## config.mk

```make
export PLATFORM = sky130hd
export DESIGN_NAME = decoder_5to32
export DESIGN_NICKNAME = d
export VERILOG_FILES = /design/src/rtl/decoder_5to32_pkg.sv /design/src/rtl/decoder_nto2n.sv /design/src/rtl/decoder_5to32.sv
export SDC_FILE = /design/constraint.sdc
export NUM_CORES = 1
export LEC_CHECK = 0
export CAP_MARGIN = 0
export CORE_AREA = 2 2 63 65
export CTS_BUF_LIST = sky130_fd_sc_hd__clkbuf_8
export DETAILED_ROUTE_END_ITERATION = 8
export DIE_AREA = 0 0 65 67
export REMOVE_ABC_BUFFERS = 1
export SYNTH_ARGS = -nofsm -noshare
export SYNTH_HDL_FRONTEND = slang
export SYNTH_SLANG_ARGS = --single-unit
```

## constraint.sdc

```tcl
create_clock -name clk -period 1.65 [get_ports clk]
set_input_delay 0.33 -clock clk [delete_from_list [all_inputs] [get_ports clk]]
set_output_delay 0.33 -clock clk [all_outputs]
set_load 0.05 [all_outputs]
```

## src/rtl/decoder_5to32_pkg.sv

```systemverilog
// Shared widths, types and helpers for the registered 5-to-32 one-hot decoder.
// The select is split into a 2-bit high field and a 3-bit low field.
// Each field is predecoded separately, and the two results are combined in a
// 4x8 AND matrix.
package decoder_5to32_pkg;

    localparam int SEL_W    = 5;
    localparam int OUT_W    = 32;
    localparam int PRE_HI_W = 2;
    localparam int PRE_LO_W = 3;
    localparam int PRE_HI_N = 1 << PRE_HI_W;
    localparam int PRE_LO_N = 1 << PRE_LO_W;

    typedef logic [SEL_W-1:0] sel_t;
    typedef logic [OUT_W-1:0] onehot_t;

    // True when exactly one bit of the word is set.
    function automatic logic is_onehot(input onehot_t word);
        return (word != '0) && ((word & (word - onehot_t'(1))) == '0);
    endfunction

endpackage

```

## src/rtl/decoder_nto2n.sv

```systemverilog
// Combinational N-to-2^N one-hot predecoder.
// Output bit k is high exactly when sel equals k.
module decoder_nto2n #(
    parameter int N = 2
) (
    input  logic [N-1:0]      sel,
    output logic [2**N-1:0]   dec
);

    // Compare the select against every output index.
    always_comb begin
        dec = '0;
        for (int k = 0; k < 2**N; k++) begin
            dec[k] = (sel == N'(k));
        end
    end

endmodule

```

## src/rtl/decoder_5to32.sv

```systemverilog
// Registered 5-to-32 one-hot decoder with enable.
// d holds 1 << a one cycle after a rising clk edge that sees en=1.
// d is cleared when that edge sees en=0.
// Optional build macro: DECODER_5TO32_ONEHOT_CHK_EN
//   When defined, this adds the registered onehot_err output.
//   onehot_err flags a d/valid pair that breaks the one-hot rule.
//   It is a pure checker and never alters d or valid.
module decoder_5to32
    import decoder_5to32_pkg::*;
(
    input  logic    clk,
    input  logic    rst,
    input  logic    en,
    input  sel_t    a,
    output onehot_t d,
`ifdef DECODER_5TO32_ONEHOT_CHK_EN
    output logic    onehot_err,
`endif
    output logic    valid
);

    logic [PRE_HI_N-1:0] hi;
    logic [PRE_LO_N-1:0] lo;
    onehot_t             d_next;

    decoder_nto2n #(.N(PRE_HI_W)) u_pre_hi (
        .sel (a[SEL_W-1:PRE_LO_W]),
        .dec (hi)
    );

    decoder_nto2n #(.N(PRE_LO_W)) u_pre_lo (
        .sel (a[PRE_LO_W-1:0]),
        .dec (lo)
    );

    // AND matrix: each output bit combines one high and one low predecode line, gated by enable.
    always_comb begin
        d_next = '0;
        for (int i = 0; i < PRE_HI_N; i++) begin
            for (int j = 0; j < PRE_LO_N; j++) begin
                d_next[PRE_LO_N*i + j] = hi[i] & lo[j] & en;
            end
        end
    end

    // Output register: the decode and its valid flag share one edge and are cleared asynchronously.
    always_ff @(posedge clk or posedge rst) begin
        if (rst) begin
            d     <= '0;
            valid <= 1'b0;
        end else begin
            d     <= d_next;
            valid <= en;
        end
    end

`ifdef DECODER_5TO32_ONEHOT_CHK_EN
    // Checker register: flag a multi-hot or empty word while valid, or any set bit while idle.
    always_ff @(posedge clk or posedge rst) begin
        if (rst) begin
            onehot_err <= 1'b0;
        end else if (valid) begin
            onehot_err <= !is_onehot(d);
        end else begin
            onehot_err <= (d != '0);
        end
    end
`endif

endmodule

```

Word level (Yosys, flattened, before mapping)
Cells that the tools add are included.
{"block": "word_totals", "reg_bits": 33, "in_bits": 8, "word_cells": 78}
{"block": "op_classes", "eq_ne": 10, "n_bitwise": 64, "reduce_logical": 2}
{"operator": "$and 1x1->1", "n": 64}
{"operator": "$eq 3x3->1 const B", "n": 4}
{"operator": "$eq 3x2->1 const B", "n": 2}
{"operator": "$eq 2x2->1 const B", "n": 2}
{"operator": "$eq 3x1->1 const B", "n": 1}
{"operator": "$logic_not 3->1", "n": 1}
{"operator": "$eq 2x1->1 const B", "n": 1}
{"operator": "$logic_not 2->1", "n": 1}

Depth between registers and ports, before layout
Gate-level depths: netlist of the first run.
{"block": "depth", "depth_word": 3, "mapped_depth": 3, "depth_no_buf": 2}

Modules after synthesis
Synthesis of the first run repeated with hierarchy kept, for this count alone.
{"block": "hier_totals", "hier_cells": 81, "area_unflattened_um2": 1151.1}
{"mod": "decoder_5to32", "n_inst": 1, "cells_each": 69, "area_each_um2": 1059.8, "seq_area_each_um2": 825.8}
{"mod": "decoder_nto2n (u_pre_lo)", "n_inst": 1, "cells_each": 8, "area_each_um2": 65.1, "seq_area_each_um2": 0.0}
{"mod": "decoder_nto2n (u_pre_hi)", "n_inst": 1, "cells_each": 4, "area_each_um2": 26.3, "seq_area_each_um2": 0.0}

Worst setup path after synthesis of the first run
OpenSTA, ideal clock, no wires.
{"block": "synth_path", "kind": "input -> register", "startpoint": "input port a[1]", "endpoint": "register d[12]", "t_arrival_ps": 1011, "slack_ps": 565, "cell_stages": 2, "n_path_buf": 0, "path_cell_list": "or4b_1 nor2_1"}
{"block": "synth_between", "elab_chain_len": 3}
{"item": "from (decl)", "line_no": "decoder_5to32.sv:14", "rtl": "input sel_t a,"}
{"item": "$eq 3x3->1", "line_no": "decoder_nto2n.sv:14", "rtl": "dec[k] = (sel == N'(k));"}
{"item": "$and 1x1->1 (2 in a row)", "line_no": "decoder_5to32.sv:41", "rtl": "d_next[PRE_LO_N*i + j] = hi[i] & lo[j] & en;"}
{"item": "net d_next[12]", "line_no": "decoder_5to32.sv:24", "rtl": "onehot_t d_next;"}
{"item": "to (signal assigned)", "line_no": "decoder_5to32.sv:52", "rtl": "d <= d_next;"}
{"item": "to (decl)", "line_no": "decoder_5to32.sv:15", "rtl": "output onehot_t d,"}
The timed path passes the listed nets, and every way through them passes these cells.

Worst setup path in the final report of the first run
Ends and elaborated chain as after synthesis.

==> results of run 1 <==
layer usage:
metal  global-route usage [%]  routed length (µm)  vias to the layer above
li1                         -                   -                      352
met1                     14.6                 998                      354
met2                     19.1                1080                       35
met3                     5.91                 201                        6
met4                     5.59                  36                        0
met5                        0                   0                        -
power breakdown:
part | internal, W | total [W] | switching [W]
registers | 0.000818 | 0.000821 | 0.00000247
logic | 0.0000436 | 0.000129 | 0.0000855
clock network | 0.000324 | 0.000584 | 0.000260
total | 0.00119 | 0.00153 | 0.000348
state kept, by name (all words and copies together), names as in the netlist:
| name | flops |
|---|---|
| d | 32 |
| valid | 1 |
final cells by class:
cell class	instances	area [µm²]
Clock buffer	6	82.6
Clock inverter	1	3.75
Fill cell	347	2060
Inverter	1	3.75
Multi-Input combinational cell	44	219
Sequential cell	33	826
Tap cell	48	60.1
Timing Repair Buffer	45	355
metrics by stage:
stage	cell area, µm²	hold WS, ps	power, W
global placement	1460	731	0.000965
detailed placement	1460	744	0.000966
finish	1550	432	0.00153
floorplan	1050	361	0.000902
global route	1550	484	0.00162
CTS	1550	447	0.00154
placed cells by master, fill, tap and decap left out:
master           instances
buf_4                   38
clkbuf_8                 6
clkdlybuf4s50_1          7
dfrtp_1                 33
inv_1                    2
nand2_1                  1
nand2b_1                 2
nand4_1                  1
nand4b_1                 3
nand4bb_1                3
nor2_1                  32
or2_2                    1
or4b_1                   1
tightest hold or removal path: cells and delay by family:
kind	cells	cell delay, ps
buffers and inverters	3	800
worst paths after layout:
| kind | slack (ps) | from | endpoint | cells past startpoint |
|---|---|---|---|---|
| worst max-delay path | 370 | a[1] | d[12] | 3 |
| worst min-delay path | 430 | rst | d[14] | 3 |
| max in group asynchronous | 940 | rst | d[17] | 3 |
| min in group clk | 680 | en | valid | 2 |
logic make-up (layout without fill, tap and decap cells):
| group | count (synthesis) | count (layout) |
|---|---|---|
| DFF | 33 | 33 |
| and+or+nand+nor | 44 | 44 |
| buffers and inverters | 4 | 53 |
==> impl_metrics.py, run 1 <==
metrics = {
    "grt": {
        "grt_pass1_vias": 755,
        "grt_overflow_total": 0,
        "gr-usage-all-layers_pct": 12.4,
        "antenna_found_initial": 0,
        "grt_pass1_wl_um": 3830,
        "grt_max_degree": 34,
    },
    "yosys": {
        "synth_cell_type_count": 11,
        "synthesis.instances": 81,
        "yosysMostFrequentCell": "dfrtp_1",
        "synth_area_leaders": "dfrtp_1, nor2_1, nand4bb_1, nand4b_1, nand2b_1",
        "yosysSeqAreaShare_pct": 77.9,
        "synth_top_area_share_pct": 77.9,
        "synth_top_family_by_area": "simple AND/OR/NAND/NOR gates",
        "synth_seq_cells": 33,
        "synth-edff-count": 0,
        "synth_simple_gate_area_share_pct": 20.7,
        "ys.flop_type": "dfrtp_1",
        "netlist_top_cells_count": "dfrtp_1, nor2_1, clkbuf_1, nand4b_1, nand4bb_1",
        "synth_fa_ha_area_share_pct": 0,
        "synth_mux_area_share_pct": 0,
        "async_reset_ff_share_pct": 100,
        "synth_top_cell_by_area": "dfrtp_1",
        "synth-compound-area-share_pct": 0,
        "syn-cell-area_mm2": 0.00106,
        "yosys_warnings": 0,
        "postSynthAreaPerCell_um2": 13.1,
        "synth_xor_area_share_pct": 0,
    },
    "cells_and_area": {
        "drive_above_1_share_pct": 34.6,
        "fin_cells": 178,
        "insertedDiodeCount": 0,
        "syn2layout_area_growth_pct": 46.3,
        "utilization_pct": 43.0,
        "final_nets": 138,
    },
    "sta": {
        "worst_slew_pin_slew_ps": 394,
        "fin_crit_sh_pct": 77.5,
        "rsz0062_at_grt": "no",
        "slew_headroom_pct": 73.8,
        "fmax_mhz": 782,
        "hold_viol_final": 0,
        "setup_viol": 0,
        "fin_crit_ps": 1280,
        "finalWorstSetupSlack_ps": 371,
        "slew_viol_final": 0,
        "tns_ps": 0,
    },
    "placement": {
        "gp_congestion": 0.717,
        "dp.cells": 171,
        "pre_cts_ws_ps": 96.6,
        "place.port_buffers": 40,
        "hpwl_um": 1570,
    },
    "worst_setup_path": {
        "path_class": "primary input to flop",
        "start_kind": "primary input",
        "crit_buf_inv": 1,
        "critPathArrivalTime_ps": 1480,
        "crit_chain": "clkdlybuf4s50_1, or4b_1, nor2_1",
        "cpMaxStageDelayCell": "or4b_1",
        "cp_max_fo": 4,
        "path_delay_family": "simple AND/OR/NAND/NOR gates",
        "end_kind": "flop",
        "cpPeakStageDelay_ps": 600,
        "worstPathRequired_ps": 1860,
    },
    "cts": {
        "htreeDepth": 2,
        "clock-sinks": 33,
        "cts_made_buffers": 5,
        "max-clock-path-buffers": 2,
        "cts_resized": 0,
        "cts_setup_buffers": 0,
        "cts_root_buf": "clkbuf_8",
        "hold_buffers": 0,
        "cts_tree": "done",
        "clk_pin_slew_ps": 60,
    },
    "detailed_routing": {
        "wl_per_cell_um": 13.0,
        "ant_nets": 0,
        "vias": 747,
        "drc": 0,
        "dr.pass1.iters": 4,
        "viasPerCell": 4.20,
        "drt-total-wl_um": 2320,
        "drt_iter0_drc": 17,
    },
    "min_path": {
        "hold_class": "primary input to async pin",
    },
    "floorplan": {
        "pin_count": 41,
        "core_area_mm2": 0.00361,
        "fp.dieH_um": 67,
        "die_x_um": 65,
        "dieArea_mm2": 0.00436,
        "start_util_pct": 29.4,
        "rows": 22,
    },
    "outcome": {
        "status": "finished clean",
    },
    "power_and_ir_drop": {
        "p_per_area_mw_per_mm2": 989,
        "p_leak_nw": 0.801,
        "ir_drop_v": 0.000242,
    },
    "job": {
        "cap_violations": 0,
    },
}
Note: power is estimated with default switching activity, not from simulation.
==> run 2, diff against run 1 <==
clock period = 1.2 ns   (was 1.65 ns; I/O delays follow)
==> impl_metrics.py, run 2 (synthesis results as in run 1) <==
metrics = {
    "outcome": {
        "status": "finished clean",
    },
    "min_path": {
        "hold_class": "primary input to async pin",
    },
    "grt": {
        "grt_max_degree": 34,
        "gr-usage-all-layers_pct": 13.7,
        "grt_overflow_total": 0,
        "antenna_found_initial": 0,
        "grt_pass1_vias": 891,
        "grt_pass1_wl_um": 4200,
    },
    "power_and_ir_drop": {
        "power_frac_seq_pct": 47.3,
        "ir_drop_v": 0.000481,
        "swShare_pct": 21.0,
        "p_switching_w": 0.000506,
        "pwr-share-clk_pct": 43.3,
        "p_per_area_mw_per_mm2": 1180,
        "p_int_w": 0.00190,
        "p_leak_nw": 0.931,
        "combPwrFrac_pct": 9.4,
        "power.total_w": 0.00240,
    },
    "detailed_routing": {
        "vias": 785,
        "drt-total-wl_um": 2510,
        "viasPerCell": 4.29,
        "drc": 0,
        "dr.pass1.iters": 4,
        "drt_iter0_drc": 10,
        "wl_per_cell_um": 13.7,
        "ant_nets": 0,
    },
    "sta": {
        "fin_crit_sh_pct": 96.8,
        "setup_viol": 0,
        "slew_viol_final": 0,
        "slew_headroom_pct": 74.9,
        "worst_slew_pin_slew_ps": 376,
        "fmax_mhz": 861,
        "hold_ws_ps": 304,
        "hold_viol_final": 0,
        "fin_crit_ps": 1160,
    },
    "cells_and_area": {
        "drive_above_1_share_pct": 38.5,
        "final_nets": 142,
        "layout_common_cells": "buf_12, dfrtp_1, nor2_1, buf_4, clkdlybuf4s50_1",
        "stdcell_area_mm2": 0.00204,
        "syn2layout_area_growth_pct": 92.7,
        "layout_commonest_cell": "buf_12",
        "regMostFlops": "d",
        "fin_cells": 183,
        "largest_reg_flops": 32,
        "largestRegisters": "d x32, valid x1",
        "insertedDiodeCount": 0,
        "utilization_pct": 56.6,
    },
    "cts": {
        "max-clock-path-buffers": 2,
        "cts_made_buffers": 5,
        "cts_root_buf": "clkbuf_8",
        "htreeDepth": 2,
        "hold_buffers": 0,
        "clk_pin_slew_ps": 60,
        "clock-sinks": 33,
        "cts_tree": "done",
    },
    "placement": {
        "place.port_buffers": 40,
        "dp.cells": 175,
        "gp_congestion": 0.787,
        "dpl_cell_area_mm2": 0.00192,
        "hpwl_um": 1890,
    },
    "worst_setup_path": {
        "worstPathRequired_ps": 1410,
        "cpMaxStageDelayCell": "or4b_4",
        "crit_path_end": "d[0]",
        "cp_max_fo": 4,
        "path_class": "primary input to flop",
        "critPathArrivalTime_ps": 1380,
        "crit_chain": "clkdlybuf4s50_1, or4b_4, nor2_1",
        "cpPeakStageDelay_ps": 510,
        "end_kind": "flop",
        "start_kind": "primary input",
        "setup.worst_path.start": "en",
    },
    "floorplan": {
        "rows": 22,
        "fp.dieH_um": 67,
        "start_util_pct": 29.4,
        "core_area_mm2": 0.00361,
        "dieArea_mm2": 0.00436,
        "die_x_um": 65,
        "pin_count": 41,
    },
    "job": {
        "cap_violations": 0,
    },
}
-- run 2: cell types whose count changed in the layout (fill, tap and decap cells not counted), sizes merged --
cell    previous run  this run
buf               38        42
bufinv             0         1
-- run 2: layout make-up --
class | count | area (µm²)
well taps | 48 | 60.1
repair buffers | 49 | 811
inverters | 1 | 3.75
clock buffers | 6 | 82.6
clock inverters | 2 | 33.8
fillers | 291 | 1560
multi-input cells | 44 | 225
flip-flops and latches | 33 | 826
-- run 2: layer usage --
layer	vias up	routed length, µm	GRT usage [%]
met5	-	0	0
met4	0	46	7.45
met3	6	219	5.41
met2	35	1230	21.9
met1	381	1020	15.7
li1	363	-	-
-- run 2: how the worst min path moves through the flow --
stage | from | end | slack (ps) | depth (start not counted)
6_report | rst | d[14] | 300 | 3
5_1_grt | rst | d[10] | 330 | 3
4_1_cts | rst | d[31] | 310 | 3
3_5_place_dp | rst | d[8] | 610 | 3
3_3_place_gp | rst | d[6] | 600 | 3
2_1_floorplan | en | valid | 270 | 0
-- run 2: repair_timing --
action | CTS | global route
gates resized for setup | 1 | 1
setup endpoints to repair | 4 | 2
pin swaps | 0 | 2
setup buffers | 0 | 0
-- run 2: power groups by stage --
stage | logic [W] | registers [W] | clock network, W
after CTS | 0.000227 | 0.00114 | 0.00106
after global routing | 0.000243 | 0.00114 | 0.00110
final | 0.000226 | 0.00114 | 0.00104
after floorplan | 0.0000483 | 0.00119 | 0
after detailed placement | 0.000225 | 0.00116 | 0
after global placement | 0.000222 | 0.00116 | 0
-- run 2: metrics by stage --
step	setup slack (ps)	TNS, ps
4_1_cts	12.1	0
2_1_floorplan	205	0
3_3_place_gp	-252	-2910
6_report	38.3	0
5_1_grt	-0.483	-0.483
3_5_place_dp	-320	-4130
-- run 2: critical path: cells and delay by family --
kind	cells	cell delay, ps
and+or+nand+nor	2	630
buffers and inverters	1	500
